[config.mk]
export PLATFORM = sky130hd
export DESIGN_NAME = branch_unit_pipe
export DESIGN_NICKNAME = d
export VERILOG_FILES = /design/src/rtl/ariane_pkg.sv /design/src/rtl/branch_resolve_queue.sv /design/src/rtl/branch_unit_pipe.sv
export SDC_FILE = /design/constraint.sdc
export NUM_CORES = 1
export LEC_CHECK = 0
export CAP_MARGIN = 10
export CORE_MARGIN = 5
export CORE_UTILIZATION = 40
export CTS_BUF_LIST = sky130_fd_sc_hd__clkbuf_8
export DETAILED_ROUTE_END_ITERATION = 8
export PLACE_DENSITY = 0.68
export SETUP_SLACK_MARGIN = 0.3
export SLEW_MARGIN = 20
export SYNTH_ARGS = -nofsm -noshare
export SYNTH_HDL_FRONTEND = slang
export SYNTH_SLANG_ARGS = --single-unit
[constraint.sdc]
create_clock -name clk_i -period 3.2 [get_ports clk_i]
set_clock_uncertainty 0.05 [all_clocks]
set_input_delay 0.32 -clock clk_i [delete_from_list [all_inputs] [get_ports clk_i]]
set_output_delay 0.32 -clock clk_i [all_outputs]
set_load 0.02 [all_outputs]
[src/rtl/ariane_pkg.sv]
// Shared types for the EX-stage branch unit and its resolution queue.
// Latency: n/a (types and constants only).
// Backpressure: n/a.
package ariane_pkg;

  // Resolution entries carry addresses at the widest supported VLEN;
  // narrower instances zero-extend into the upper bits.
  localparam int unsigned VLEN_MAX = 64;

  typedef enum logic [1:0] {
    CF_BRANCH = 2'd0,
    CF_JUMP   = 2'd1,
    CF_JALR   = 2'd2,
    CF_RETURN = 2'd3
  } cf_t;

  typedef enum logic {
    RUN    = 1'b0,
    SQUASH = 1'b1
  } bu_state_e;

  typedef struct packed {
    logic [VLEN_MAX-1:0] pc;
    logic [VLEN_MAX-1:0] target;
    logic                taken;
    logic                mispredict;
    logic                clear;
    cf_t                 cf_type;
  } resolve_entry_t;

endpackage

[src/rtl/branch_resolve_queue.sv]
// Circular queue of branch resolutions between EX and the frontend.
// Latency: an entry pushed at cycle N is visible at the head in cycle N+1.
// Backpressure: full_o while DEPTH entries are held; pushes while full are ignored.
module branch_resolve_queue
  import ariane_pkg::*;
#(
  parameter  int unsigned DEPTH = 2,
  localparam int unsigned PW    = (DEPTH > 1) ? $clog2(DEPTH) : 1,
  localparam int unsigned CW    = $clog2(DEPTH + 1)
) (
  input  logic           clk_i,
  input  logic           rst_ni,
  input  logic           push_i,
  input  resolve_entry_t data_i,
  input  logic           pop_i,
  output resolve_entry_t data_o,
  output logic           full_o,
  output logic           empty_o,
  output logic [CW-1:0]  count_o
);

  resolve_entry_t mem_q [DEPTH];
  resolve_entry_t mem_d [DEPTH];
  logic [PW-1:0]  wr_q, wr_d, rd_q, rd_d;
  logic [CW-1:0]  cnt_q, cnt_d;
  logic           do_push, do_pop;

  function automatic logic [PW-1:0] ptr_next(input logic [PW-1:0] p);
    return (p == PW'(DEPTH - 1)) ? '0 : p + PW'(1);
  endfunction

  assign full_o  = (cnt_q == CW'(DEPTH));
  assign empty_o = (cnt_q == '0);
  assign count_o = cnt_q;
  assign data_o  = mem_q[rd_q];
  assign do_push = push_i && !full_o;
  assign do_pop  = pop_i && !empty_o;

  // Next storage, pointers and occupancy; simultaneous push+pop keeps the count.
  always_comb begin
    mem_d = mem_q;
    wr_d  = wr_q;
    rd_d  = rd_q;
    cnt_d = cnt_q;
    if (do_push) begin
      mem_d[wr_q] = data_i;
      wr_d        = ptr_next(wr_q);
    end
    if (do_pop) begin
      rd_d = ptr_next(rd_q);
    end
    case ({do_push, do_pop})
      2'b10:   cnt_d = cnt_q + CW'(1);
      2'b01:   cnt_d = cnt_q - CW'(1);
      default: cnt_d = cnt_q;
    endcase
  end

  // Queue state registers; reset is the only way to discard entries.
  always_ff @(posedge clk_i or negedge rst_ni) begin
    if (!rst_ni) begin
      for (int i = 0; i < DEPTH; i++) mem_q[i] <= '0;
      wr_q  <= '0;
      rd_q  <= '0;
      cnt_q <= '0;
    end else begin
      mem_q <= mem_d;
      wr_q  <= wr_d;
      rd_q  <= rd_d;
      cnt_q <= cnt_d;
    end
  end

endmodule

[src/rtl/branch_unit_pipe.sv]
// EX branch unit: target/link computation, prediction check, resolution enqueue, wrong-path squash.
// Latency: link/exception combinational; resolution at queue head and mispredict pulse one cycle after issue.
// Backpressure: branch_ready_o drops while the resolution queue is full. Optional: BRANCH_UNIT_PERF_EN.
module branch_unit_pipe
  import ariane_pkg::*;
#(
  parameter int unsigned VLEN          = 64,
  parameter int unsigned RESOLVE_DEPTH = 2,
  parameter bit          RVC           = 1'b1
) (
  input  logic            clk_i,
  input  logic            rst_ni,
  input  logic            flush_i,
  input  logic            fu_valid_i,
  input  logic            branch_valid_i,
  output logic            branch_ready_o,
  input  logic            is_jalr_i,
  input  logic [VLEN-1:0] operand_a_i,
  input  logic [VLEN-1:0] imm_i,
  input  logic [VLEN-1:0] pc_i,
  input  logic            is_compressed_i,
  input  logic            branch_comp_res_i,
  input  logic            predict_valid_i,
  input  logic            predict_taken_i,
  input  logic [VLEN-1:0] predict_address_i,
  input  cf_t             cf_type_i,
  output logic [VLEN-1:0] branch_result_o,
  output logic            resolved_valid_o,
  input  logic            resolved_ready_i,
  output resolve_entry_t  resolved_o,
  output logic            mispredict_o,
  output logic            ex_valid_o,
  output logic [VLEN-1:0] ex_tval_o,
  output logic [31:0]     perf_branch_o,
  output logic [31:0]     perf_misp_o
);

  localparam int unsigned CW = $clog2(RESOLVE_DEPTH + 1);

  bu_state_e       state_q, state_d;
  logic            mispredict_q, mispredict_d;
  logic [VLEN-1:0] next_pc, jump_base, jump_target, res_target, entry_pc;
  logic            branch_misp, misaligned;
  logic            br_enq, nb_enq, enq, enq_misp;
  logic            q_full, q_empty;
  logic [CW-1:0]   q_count;
  resolve_entry_t  q_din;

  // Address arithmetic and prediction check for the instruction in EX.
  always_comb begin
    next_pc     = pc_i + (is_compressed_i ? VLEN'(2) : VLEN'(4));
    jump_base   = is_jalr_i ? operand_a_i : pc_i;
    jump_target = jump_base + imm_i;
    if (is_jalr_i) jump_target[0] = 1'b0;
    res_target  = branch_comp_res_i ? jump_target : next_pc;
    // A 32-bit instruction sitting on a half-word boundary reports the following word.
    entry_pc    = (is_compressed_i || !pc_i[1]) ? pc_i : ({pc_i[VLEN-1:2], 2'b00} + VLEN'(4));
    if (predict_valid_i) begin
      branch_misp = (branch_comp_res_i != predict_taken_i) ||
                    (branch_comp_res_i && (predict_address_i != jump_target));
    end else begin
      branch_misp = branch_comp_res_i;
    end
    misaligned  = RVC ? res_target[0] : (res_target[1:0] != 2'b00);
  end

  // RUN/SQUASH next state, enqueue decisions and misaligned-target exception.
  always_comb begin
    state_d    = state_q;
    br_enq     = 1'b0;
    nb_enq     = 1'b0;
    ex_valid_o = 1'b0;
    ex_tval_o  = '0;
    case (state_q)
      RUN: begin
        // A flush in the same cycle marks the issue as wrong-path.
        if (!flush_i) begin
          if (branch_valid_i) begin
            if (misaligned) begin
              ex_valid_o = 1'b1;
              ex_tval_o  = pc_i;
            end else if (!q_full) begin
              br_enq = 1'b1;
            end
          end else if (fu_valid_i && predict_valid_i && predict_taken_i && !q_full) begin
            nb_enq = 1'b1;
          end
        end
      end
      SQUASH: begin
        if (flush_i) state_d = RUN;
      end
      default: state_d = RUN;
    endcase
    enq      = br_enq || nb_enq;
    enq_misp = nb_enq || (br_enq && branch_misp);
    if (enq_misp) state_d = SQUASH;
    mispredict_d = enq_misp;
  end

  // Resolution record; a non-branch predicted taken redirects to its own fall-through.
  always_comb begin
    q_din            = '0;
    q_din.pc         = VLEN_MAX'(entry_pc);
    q_din.target     = nb_enq ? VLEN_MAX'(next_pc) : VLEN_MAX'(res_target);
    q_din.taken      = nb_enq ? 1'b0 : branch_comp_res_i;
    q_din.mispredict = nb_enq || branch_misp;
    q_din.clear      = nb_enq;
    q_din.cf_type    = cf_type_i;
  end

  // FSM state and the one-cycle mispredict pulse.
  always_ff @(posedge clk_i or negedge rst_ni) begin
    if (!rst_ni) begin
      state_q      <= RUN;
      mispredict_q <= 1'b0;
    end else begin
      state_q      <= state_d;
      mispredict_q <= mispredict_d;
    end
  end

  branch_resolve_queue #(.DEPTH(RESOLVE_DEPTH)) u_queue (
    .clk_i   (clk_i),
    .rst_ni  (rst_ni),
    .push_i  (enq),
    .data_i  (q_din),
    .pop_i   (resolved_ready_i),
    .data_o  (resolved_o),
    .full_o  (q_full),
    .empty_o (q_empty),
    .count_o (q_count)
  );

  assign branch_ready_o   = !q_full;
  assign branch_result_o  = next_pc;
  assign resolved_valid_o = !q_empty;
  assign mispredict_o     = mispredict_q;

`ifdef BRANCH_UNIT_PERF_EN
  logic [31:0] perf_branch_q, perf_branch_d, perf_misp_q, perf_misp_d;

  // Free-running event counters, wrapping at 2^32.
  always_comb begin
    perf_branch_d = perf_branch_q + {31'd0, br_enq};
    perf_misp_d   = perf_misp_q + {31'd0, enq_misp};
  end

  // Counter registers.
  always_ff @(posedge clk_i or negedge rst_ni) begin
    if (!rst_ni) begin
      perf_branch_q <= '0;
      perf_misp_q   <= '0;
    end else begin
      perf_branch_q <= perf_branch_d;
      perf_misp_q   <= perf_misp_d;
    end
  end

  assign perf_branch_o = perf_branch_q;
  assign perf_misp_o   = perf_misp_q;
`else
  assign perf_branch_o = '0;
  assign perf_misp_o   = '0;
`endif

  // Issuing into a full queue would lose a resolution.
  a_no_issue_when_full: assert property (@(posedge clk_i) disable iff (!rst_ni)
                                         !(branch_valid_i && q_full));
  a_count_bound: assert property (@(posedge clk_i) disable iff (!rst_ni)
                                  q_count <= CW'(RESOLVE_DEPTH));

endmodule

-- Word-level counts from Yosys, hierarchy flattened
Index checks and enable logic that the tools add are counted.
- output and inout port bits: 329
- bits in registers: 272
- input port bits: 269
- word-level logic and storage cells: 89
- reduce and logical (&&, ||, !) cells: 18
- order comparisons: 3
- mux-type cells: 37
- bitwise logic cells: 2
- eq/ne operators: 5
- add/sub/neg operators: 7
- operators by type and width (operator ; count):
    $mux W133 ; 4
    $mux W64 ; 8
    $bwmux W266 ; 1
    $demux W133 S1 ; 1
    $add A64 B3 Y64 ; 1
    $add A64 B3 Y64 const B ; 1
    $add A64 B64 Y64 ; 1
    $ne A64 B64 Y1 ; 1
    $mux W1 ; 21
    $logic_and A1 B1 Y1 ; 8
    $logic_or A1 B1 Y1 ; 5
    $eq A2 B2 Y1 const B ; 2
    $ge A2 B2 Y1 const B ; 2
    $not A1 Y2 ; 2
    $pmux W2 S2 ; 1
    $logic_not A1 Y1 ; 3
    $mux W3 ; 1
    $add A1 B1 Y1 const B ; 2
    $add A2 B1 Y2 const B ; 1
    $eq A2 B1 Y1 const B ; 1
    $logic_not A2 Y1 ; 1
    $lt A2 B1 Y1 const B ; 1
    $reduce_bool A2 Y1 ; 1
    $sub A2 B1 Y2 const B ; 1
    $ne A1 B1 Y1 ; 1

-- Depth between registers and ports, before layout
Gate-level depths: netlist of the first run.
- depth after elaboration: 12
- gate-level depth with buffers: 19
- mapped depth without buffers: 16

-- By module
A second synthesis of the first run with hierarchy kept.
- cells, all modules: 2470
- area, all modules: 22893.2 um^2
- by module, submodules not included (module ; instances ; area each (um^2) ; seq. area each (um^2) ; cells an instance):
    branch_resolve_queue ; 1 ; 11624.9 ; 6756.5 ; 727
    branch_unit_pipe ; 1 ; 11268.3 ; 50.0 ; 1743

-- Least setup slack after synthesis of the first run
OpenSTA, ideal clock, no wires.
- path type: input -> register
- start point: input is_jalr_i
- end point: register state_q
- stages on the path: 17
- setup time: 0.137 ns
- slack: -1.456 ns
- arrival: 4.469 ns
- buffers on the path: 3
- cell sequence: clkbuf_1 -> clkbuf_1 -> mux2_2 -> ha_1 -> buf_4 -> a21oi_1 -> nand2_1 -> o21ai_1 -> a21oi_2 -> nor3_2 -> o221a_1 -> xnor2_1 -> xnor2_1 -> or4_1 -> or4_1 -> nor2_2 -> o221ai_2
- longest elaborated chain between the ends: 11
- elaborated cells on any way between the ends: 15
- RTL lines (item ; RTL line ; source):
    start: declaration ; branch_unit_pipe.sv:17 ; input logic is_jalr_i,
    parallel branches: the longest is 8 deep, another holds $add A64 B64 Y64 ; n/a ;
    $logic_and A1 B1 Y1 * ; branch_unit_pipe.sv:96 ; enq_misp = nb_enq || (br_enq && branch_misp);
    $logic_or A1 B1 Y1 * ; branch_unit_pipe.sv:96 ;
    $mux W1 * ; branch_unit_pipe.sv:97 ; if (enq_misp) state_d = SQUASH;
    named net state_d ; branch_unit_pipe.sv:40 ; bu_state_e state_q, state_d;
    end signal: assignment ; branch_unit_pipe.sv:118 ; state_q <= state_d;
    end: declaration ; branch_unit_pipe.sv:40 ;
Mark *: on every way through the listed nets, which the timed path passes.
A chain may end at the register's enable or synchronous reset.

-- Worst setup path after layout of the first run
- start point: input is_jalr_i
- end point: register u_queue.mem_q[3] in the netlist's numbering
- longest elaborated chain between the ends: 10
- elaborated cells on any way between the ends: 16
- RTL lines (item ; RTL line ; source):
    parallel branches: the longest is 10 deep, another holds $add A64 B64 Y64 ; n/a ;
    end signal: assignment ; branch_resolve_queue.sv:67 ; mem_q <= mem_d;
    end: declaration ; branch_resolve_queue.sv:22 ; resolve_entry_t mem_q [DEPTH];
Parallel ways; which one is timed is not known.

==> reports/metrics.sh, run 1 <==
WORST_PIN_SLEW_NS=0.917
VDD.IR_DROP.WORST_mV=0.509
POWER-PER-CELL-AREA_mW_PER_MM2=595
MAX_SLEW_MARGIN=0.388
NNETSFINAL=4370
ANT_NETS=0
FILLER_CELL_COUNT_IN_THE_FINAL_LAYOUT=4342
CRIT_TYPE='input port to flop'
GLOBALROUTETOTALUTIL=0.377
DRT_PRE_ANTENNA_ITERS=6
CTS_TREE='yes'
PEAK_CLOCK_FREQUENCY_SUPPORTED_BY_TIMING_MHz=251
HOLD_VIOL_FINAL=0
WORST_SETUP_PATH_END_KIND='flop'
TIMING.CRITICAL_PATH.REQUIRED_NS=3.62
POWER_LEAKAGE_nW=17.9
DETAILROUTE.VIA_COUNT=26899
FINISH.UTILIZATION=0.707
STATUS='finished, violations left'
FLOORPLAN.DIE.HEIGHT_UM=246
ARRIVAL_NS=4.41
SYN-INSTANCE-COUNT=2740
GRT_OVERFLOW_TOTAL=0
SYN_TO_FINAL_GROWTH_PCT=75.4
CRITPATHMAXFANOUT=6
REG2REG_SLACK_NS=0.71
WORSTHOLDPATHTYPE='input port to flop'
GRT_FIRST_PASS_WIRELENGTH_UM=171000
DRC_VIOLATIONS_LEFT=0
CORE_MM2=0.0551
FIN_CRIT_SH=1.25
POSTSYNTHREGISTERBITS=272
SETUP_TOTAL_NEGATIVE_SLACK_NS=-4.77
SYNTH_SEQUENTIAL_AREA_RATIO=0.306
CHIPWIDTH_UM=246
GRT_SETUP_UNREPAIRED='true'
SYNTH_UNIQUE_CELLS=93
FP.DIEAREA_MM2=0.0603
HTREE_NUM_LEVELS=2
GRT_PASS1_VIAS=26227
DETAIL_ROUTE.ITER0.VIOLATIONS=2539
LAYOUT_MIN_CYCLE_TIME_NS=3.99
DP.FINAL_HPWL_UM=96300
CAP_VIOL_MAX_COUNT=0
CTS-BUFFERS-INSERTED=48
POST_DRT_WL_PER_CELL_UM=25.4
WIRELENGTH_UM=123000
NUM_IO_PINS=598
CLK_PATH_BUF_DEPTH=3
STD_CELL_ROWS=86
CLOCK_INSERTION_DELAY_WORST_SKEW_NS=0.60
STARTPOINT_TYPE='input port'
DRT-VIAS-PER-INSTANCE=5.59
SYN-CELL-AREA_MM2=0.0222
TIMING.FINAL.WS_SETUP_NS=-0.786
PLACE.GP.CONGESTION=1.02
FAILED_CHECKS='setup timing'
YS.WARNINGS.COUNT=0
IO_BUFFERS=533
SYNTH_AREA_PER_CELL_UM2=8.11
REPORT.FINAL.SLEW_VIOL_COUNT=0
MAXIMUM_NUMBER_OF_PINS_ON_ONE_NET_BEFORE_GLOBAL_ROUTE_REPAIR=109
SYNTH_EDF_COUNT=0
DOMINANTREGCELLSYNTH='dfrtp_1'
CTS_NUM_SINKS=272
CLKTRANSATPATHREGS_NS=0.06
PLACE_WS_NS=-1.94
WORST_HOLD_SLACK_NS=0.209
FINALSETUPVIOLCOUNT=15
ANTENNA_VIOLATIONS_BEFORE_REPAIR=6
FLOORPLAN.INITIALDENSITY=0.403
SYNTH_ASYNC_SR_FLOP_SHARE=1.00
CTSROOTBUFFERMASTER='clkbuf_8'
DRIVE_GT1_FRAC=0.428
layout make-up:
type / instances / area, µm² / share of cell area
timing repair buffer: 1434 / 12600 / 0.323
multi-input combinational: 2244 / 17500 / 0.450
tap: 748 / 936 / 0.0240
clock inverter: 29 / 216 / 0.00556
inverter: 31 / 116 / 0.00299
antenna: 2 / 5.00 / 0.000128
sequential: 272 / 6810 / 0.175
clock buffer: 55 / 757 / 0.0194
where the power goes:
group	switching (mW)	internal, mW
Sequential	0.922	5.05
Combinational	7.60	6.22
Clock	1.59	1.81
synth_stat cells, types with 68 or more instances:
cell type,count,area (µm²)
nand2_1,427,1600
o21ai_0,315,1580
dfrtp_1,272,6810
nor2_1,206,773
mux2_2,198,2230
clkbuf_1,160,601
a21oi_1,149,746
xnor2_1,123,1080
xor2_1,101,885
and2_1,76,475
nand4_1,71,444
buf_4,69,518
ha_1,68,851
sequential cells by signal, indices dropped and copies added (netlist names):
signal,count
state_q,1
u_queue.count_o,2
u_queue.mem_q,266
u_queue.wr_q,1
u_queue.rd_q,1
mispredict_o,1
placed cells by master, fill, tap and decap left out, types with 42 or more instances in the layout:
cell type	synthesis	final
o21ai_0	315	239
ha_4	0	53
dlygate4sd2_1	0	144
a21oi_2	2	53
clkdlybuf4s50_1	0	242
a21oi_1	149	78
dfrtp_1	272	271
clkbuf_8	0	55
buf_6	0	135
conb_1	1	64
inv_1	31	46
buf_4	69	775
nand2_1	427	400
mux2_2	198	156
and2_1	76	74
o21ai_1	17	64
nor2_1	206	152
mux2_4	0	42
nand4_1	71	71
clkbuf_2	0	44
xor2_1	101	80
xnor2_1	123	102
per-stage QoR:
| stage | std cells | power, mW | cell area, µm² |
|---|---|---|---|
| global route | 4814 | 24.3 | 39000 |
| detailed placement | 4522 | 19.0 | 33600 |
| floorplan | 2803 | 12.6 | 23500 |
| global placement | 4522 | 18.7 | 33600 |
| finish | 4815 | 23.2 | 39000 |
| CTS | 4724 | 22.3 | 36900 |
cells by family (layout without fill, tap and decap cells):
kind of cell | after synthesis | count (layout) | share of synthesized area
AOI/OAI and AO/OA | 639 | 639 | 0.170
xor gates and xnor gates | 231 | 231 | 0.0953
adders and majority gates | 70 | 70 | 0.0401
buffers and inverters | 287 | 1549 | 0.0611
DFF | 272 | 272 | 0.306
muxes | 226 | 226 | 0.113
other | 1 | 66 | 0.000169
and+or+nand+nor | 1014 | 1014 | 0.214
final timing paths:
| path | startpoint | to | cells past startpoint |
|---|---|---|---|
| min reg2reg | u_queue.mem_q[165] | u_queue.mem_q[165] | 2 |
| min | is_compressed_i | u_queue.mem_q[70] | 4 |
| max reg2reg | state_q | u_queue.mem_q[18] | 8 |
| max in group asynchronous | rst_ni | u_queue.rd_q | 3 |
| max | is_jalr_i | u_queue.mem_q[3] | 21 |
| min in group asynchronous | rst_ni | u_queue.mem_q[108] | 2 |
metal layers:
layer	vias up	track usage	part of all wire
met5	-	0	0.00038
met4	6	0.130	0.042
met3	285	0.0632	0.081
met2	1301	0.592	0.45
met1	13278	0.528	0.42
li1	12029	-	-
critical path: stages:
cell and delay [ns]:
buf_16 0.13, buf_12 0.15, buf_8 0.13, mux2_4 0.34, ha_4 0.31, buf_6 0.10, nand4_1 0.23, nor2_2 0.28
a221oi_2 0.10, buf_4 0.16, buf_6 0.10, buf_6 0.10, a21boi_4 0.19, buf_6 0.14, nor2_4 0.04, o311ai_0 0.35
nand4_1 0.23, or4_4 0.57, nor2_4 0.15, buf_6 0.15, o31ai_2 0.09
timing repair:
item / 4_1_cts / 5_1_grt
endpoints found under the hold margin: 99 / 0
buffers inserted: 117 / 87
cloned: 0 / 2
setup endpoints to repair: 312 / 231
resized for setup: 692 / 449
pin swaps: 101 / 181
hold buffers: 1 / 0
No activity file was read; power rests on OpenSTA's default activity.
==> run 2: changes to the inputs <==
Settings changed: CORE_MARGIN 5 to 2.
==> reports/metrics.sh, run 2 (synthesized netlist as in run 1, its figures left out) <==
STATUS='finished, violations left'
FAILED_CHECKS='setup timing'
FINAL_CELL_MIX='buf_4, nand2_1, clkdlybuf4s50_1, dfrtp_1, o21ai_0'
STDCELL_COUNT=4887  # +1.5%
FP.DIEAREA_MM2=0.0574  # -4.8%
IO_BUFFERS=533  # unchanged
STARTPOINT_TYPE='input port'
POWER.TOTAL_mW=24.1  # +3.9%
NUMPLACEDINSTANCES=4552  # +0.66%
NUM_IO_PINS=598  # unchanged
CHIPWIDTH_UM=240  # -2.4%
DRIVE_GT1_FRAC=0.451  # +0.0228
CRIT_TYPE='input port to flop'
DRC_VIOLATIONS_LEFT=0  # unchanged
LAYOUT_MIN_CYCLE_TIME_NS=3.99  # +0.00414 ns
FLOORPLAN.DIE.HEIGHT_UM=240  # -2.4%
FLOORPLAN.INITIALDENSITY=0.404  # +0.000789
ANT_NETS=0  # unchanged
WORSTHOLDPATHTYPE='input port to flop'
TIMING.CRITICAL_PATH.REQUIRED_NS=3.67  # +0.05 ns
WORST_PIN_SLEW_NS=0.787  # -0.130 ns
CTSROOTBUFFERMASTER='clkbuf_8'
GLOBALROUTETOTALUTIL=0.417  # +0.0400
LARGEST_REGISTER_FFS=266  # unchanged
POST_DRT_WL_PER_CELL_UM=26.1  # +2.6%
DP.FINAL_HPWL_UM=96200  # about the same
FINALSETUPVIOLCOUNT=15  # unchanged
WORST_HOLD_SLACK_NS=0.150  # -0.0590 ns
WIRELENGTH_UM=128000  # +4.2%
CP_SLOWEST_CELL='mux2_4'
PLACE_WS_NS=-1.77  # +0.174 ns
CTS-BUFFERS-INSERTED=49  # +2.1%
POSTPLACECELLAREA_MM2=0.0339  # +0.83%
POWER-PER-CELL-AREA_mW_PER_MM2=600  # +0.76%
MAX_SLEW_MARGIN=0.471  # +0.0831
CLOCK_INSERTION_DELAY_WORST_SKEW_NS=0.67  # +0.07 ns
WORST_SETUP_PATH_END_KIND='flop'
GRT_PASS1_VIAS=26714  # +1.9%
CELL_BREAKDOWN_OF_THE_CRITICAL_PATH='buf_16, buf_12, buf_16, mux2_4, ha_4, buf_6, nand4_1, nor4_2, buf_4, nand3_4, a211oi_4, nand3b_1, a221oi_2, xnor3_1, nand4b_1, nor4_2, nand4_1, nor2_4, buf_6, o31ai_1'
LARGEST-REGISTER='u_queue.mem_q'
CRITPATHMAXFANOUT=7  # +1
DETAIL_ROUTE.ITER0.VIOLATIONS=2776  # +9.3%
PEAK_CLOCK_FREQUENCY_SUPPORTED_BY_TIMING_MHz=251  # -0.10%
DRT-VIAS-PER-INSTANCE=5.73  # +2.6%
STD_CELL_ROWS=86  # unchanged
CP_SLOWEST_STAGE_DELAY_NS=0.39  # -0.18 ns
HTREE_NUM_LEVELS=2  # unchanged
CTS_NUM_SINKS=272  # unchanged
FINISH.UTILIZATION=0.730  # +0.0231
POWER_LEAKAGE_nW=18.1  # +1.2%
CORE_MM2=0.0550  # -0.20%
GRT_SETUP_UNREPAIRED='true'
REPORT.FINAL.SLEW_VIOL_COUNT=0  # unchanged
MOSTFREQUENTLAYOUTCELL='buf_4'
TIMING.FINAL.WS_SETUP_NS=-0.790  # -0.00414 ns
VDD.IR_DROP.WORST_mV=0.637  # +25%
GRT_FIRST_PASS_WIRELENGTH_UM=175000  # +2.0%
CLK_PATH_BUF_DEPTH=3  # unchanged
GRT_OVERFLOW_TOTAL=0  # unchanged
ANTENNA_VIOLATIONS_BEFORE_REPAIR=9  # +3
CTS_TREE='yes'
SYN_TO_FINAL_GROWTH_PCT=80.8
HOLD_VIOL_FINAL=0  # unchanged
FINALINSTANCEAREA_MM2=0.0402  # +3.1%
FIN_CRIT_SH=1.25  # +0.00129
SETUP_TOTAL_NEGATIVE_SLACK_NS=-4.83  # -0.0611 ns
ARRIVAL_NS=4.46  # +0.05 ns
CAP_VIOL_MAX_COUNT=0  # unchanged
MAXIMUM_NUMBER_OF_PINS_ON_ONE_NET_BEFORE_GLOBAL_ROUTE_REPAIR=85  # -22%
DRT_PRE_ANTENNA_ITERS=6  # unchanged
DETAILROUTE.VIA_COUNT=28015  # +4.1%
CLKTRANSATPATHREGS_NS=0.06  # about the same
NNETSFINAL=4445  # +1.7%
PLACE.GP.CONGESTION=1.07  # +4.3%
==> run 2: cell types whose count changed in the layout (fill, tap and decap cells not counted), sizes merged <==
cell,delta
buf,+79
clkdlybuf4s15,-13
bufinv,-1
clkbuf,+19
clkinv,+3
clkdlybuf4s50,+82
clkinvlp,+3
inv,-8
dlymetal6s2s,-2
dlygate4sd2,-90
==> run 2: what timing repair did <==
| item | 4_1_cts | 5_1_grt |
|---|---|---|
| endpoints found under the hold margin | 81 | 0 |
| endpoints found under the setup margin | 316 | 288 |
| cloned | 4 | 2 |
| gates resized for setup | 735 | 508 |
| setup buffers | 140 | 104 |
| hold buffers | 1 | 0 |
| pin swaps | 133 | 167 |
==> run 2: final timing paths <==
kind,cells past startpoint,start,slack [ns],end
min,4,pc_i[22],0.15,u_queue.mem_q[91]
min in group asynchronous,2,rst_ni,0.23,u_queue.mem_q[255]
max in group asynchronous,3,rst_ni,1.82,u_queue.mem_q[38]
min reg2reg,2,u_queue.mem_q[205],0.42,u_queue.mem_q[205]
max reg2reg,7,state_q,0.62,u_queue.mem_q[11]
max,20,is_jalr_i,-0.79,u_queue.mem_q[136]
==> run 2: layer usage <==
layer,global-route usage,part of all wire,up-vias
met1,0.549,0.40,13676
met3,0.0898,0.099,433
met5,0,0.00046,-
met4,0.207,0.063,10
met2,0.645,0.44,1679
li1,-,-,12217
==> run 2: area by class of cell <==
| cell class | instances | area [µm²] |
|---|---|---|
| multi-input combinational | 2244 | 17800 |
| fill | 4075 | 14800 |
| timing repair buffer | 1508 | 13500 |
| sequential | 272 | 6810 |
| tap | 748 | 936 |
| clock buffer | 56 | 771 |
| clock inverter | 26 | 199 |
| inverter | 31 | 116 |
| antenna | 2 | 5.00 |
==> run 2: where the power goes <==
part	leakage (nW)	switching [mW]	internal, mW
clock	0.531	1.64	1.77
sequential	3.41	0.886	5.05
combinational	14.2	7.82	6.92
==> run 2: critical path, delay by kind of cell <==
kind            cells  cell delay [ns]
simple gates        8             1.78
buf+inv             6             0.86
compound gates      3             0.51
mux                 1             0.39
fa+ha+maj           1             0.31
xor+xnor            1             0.26
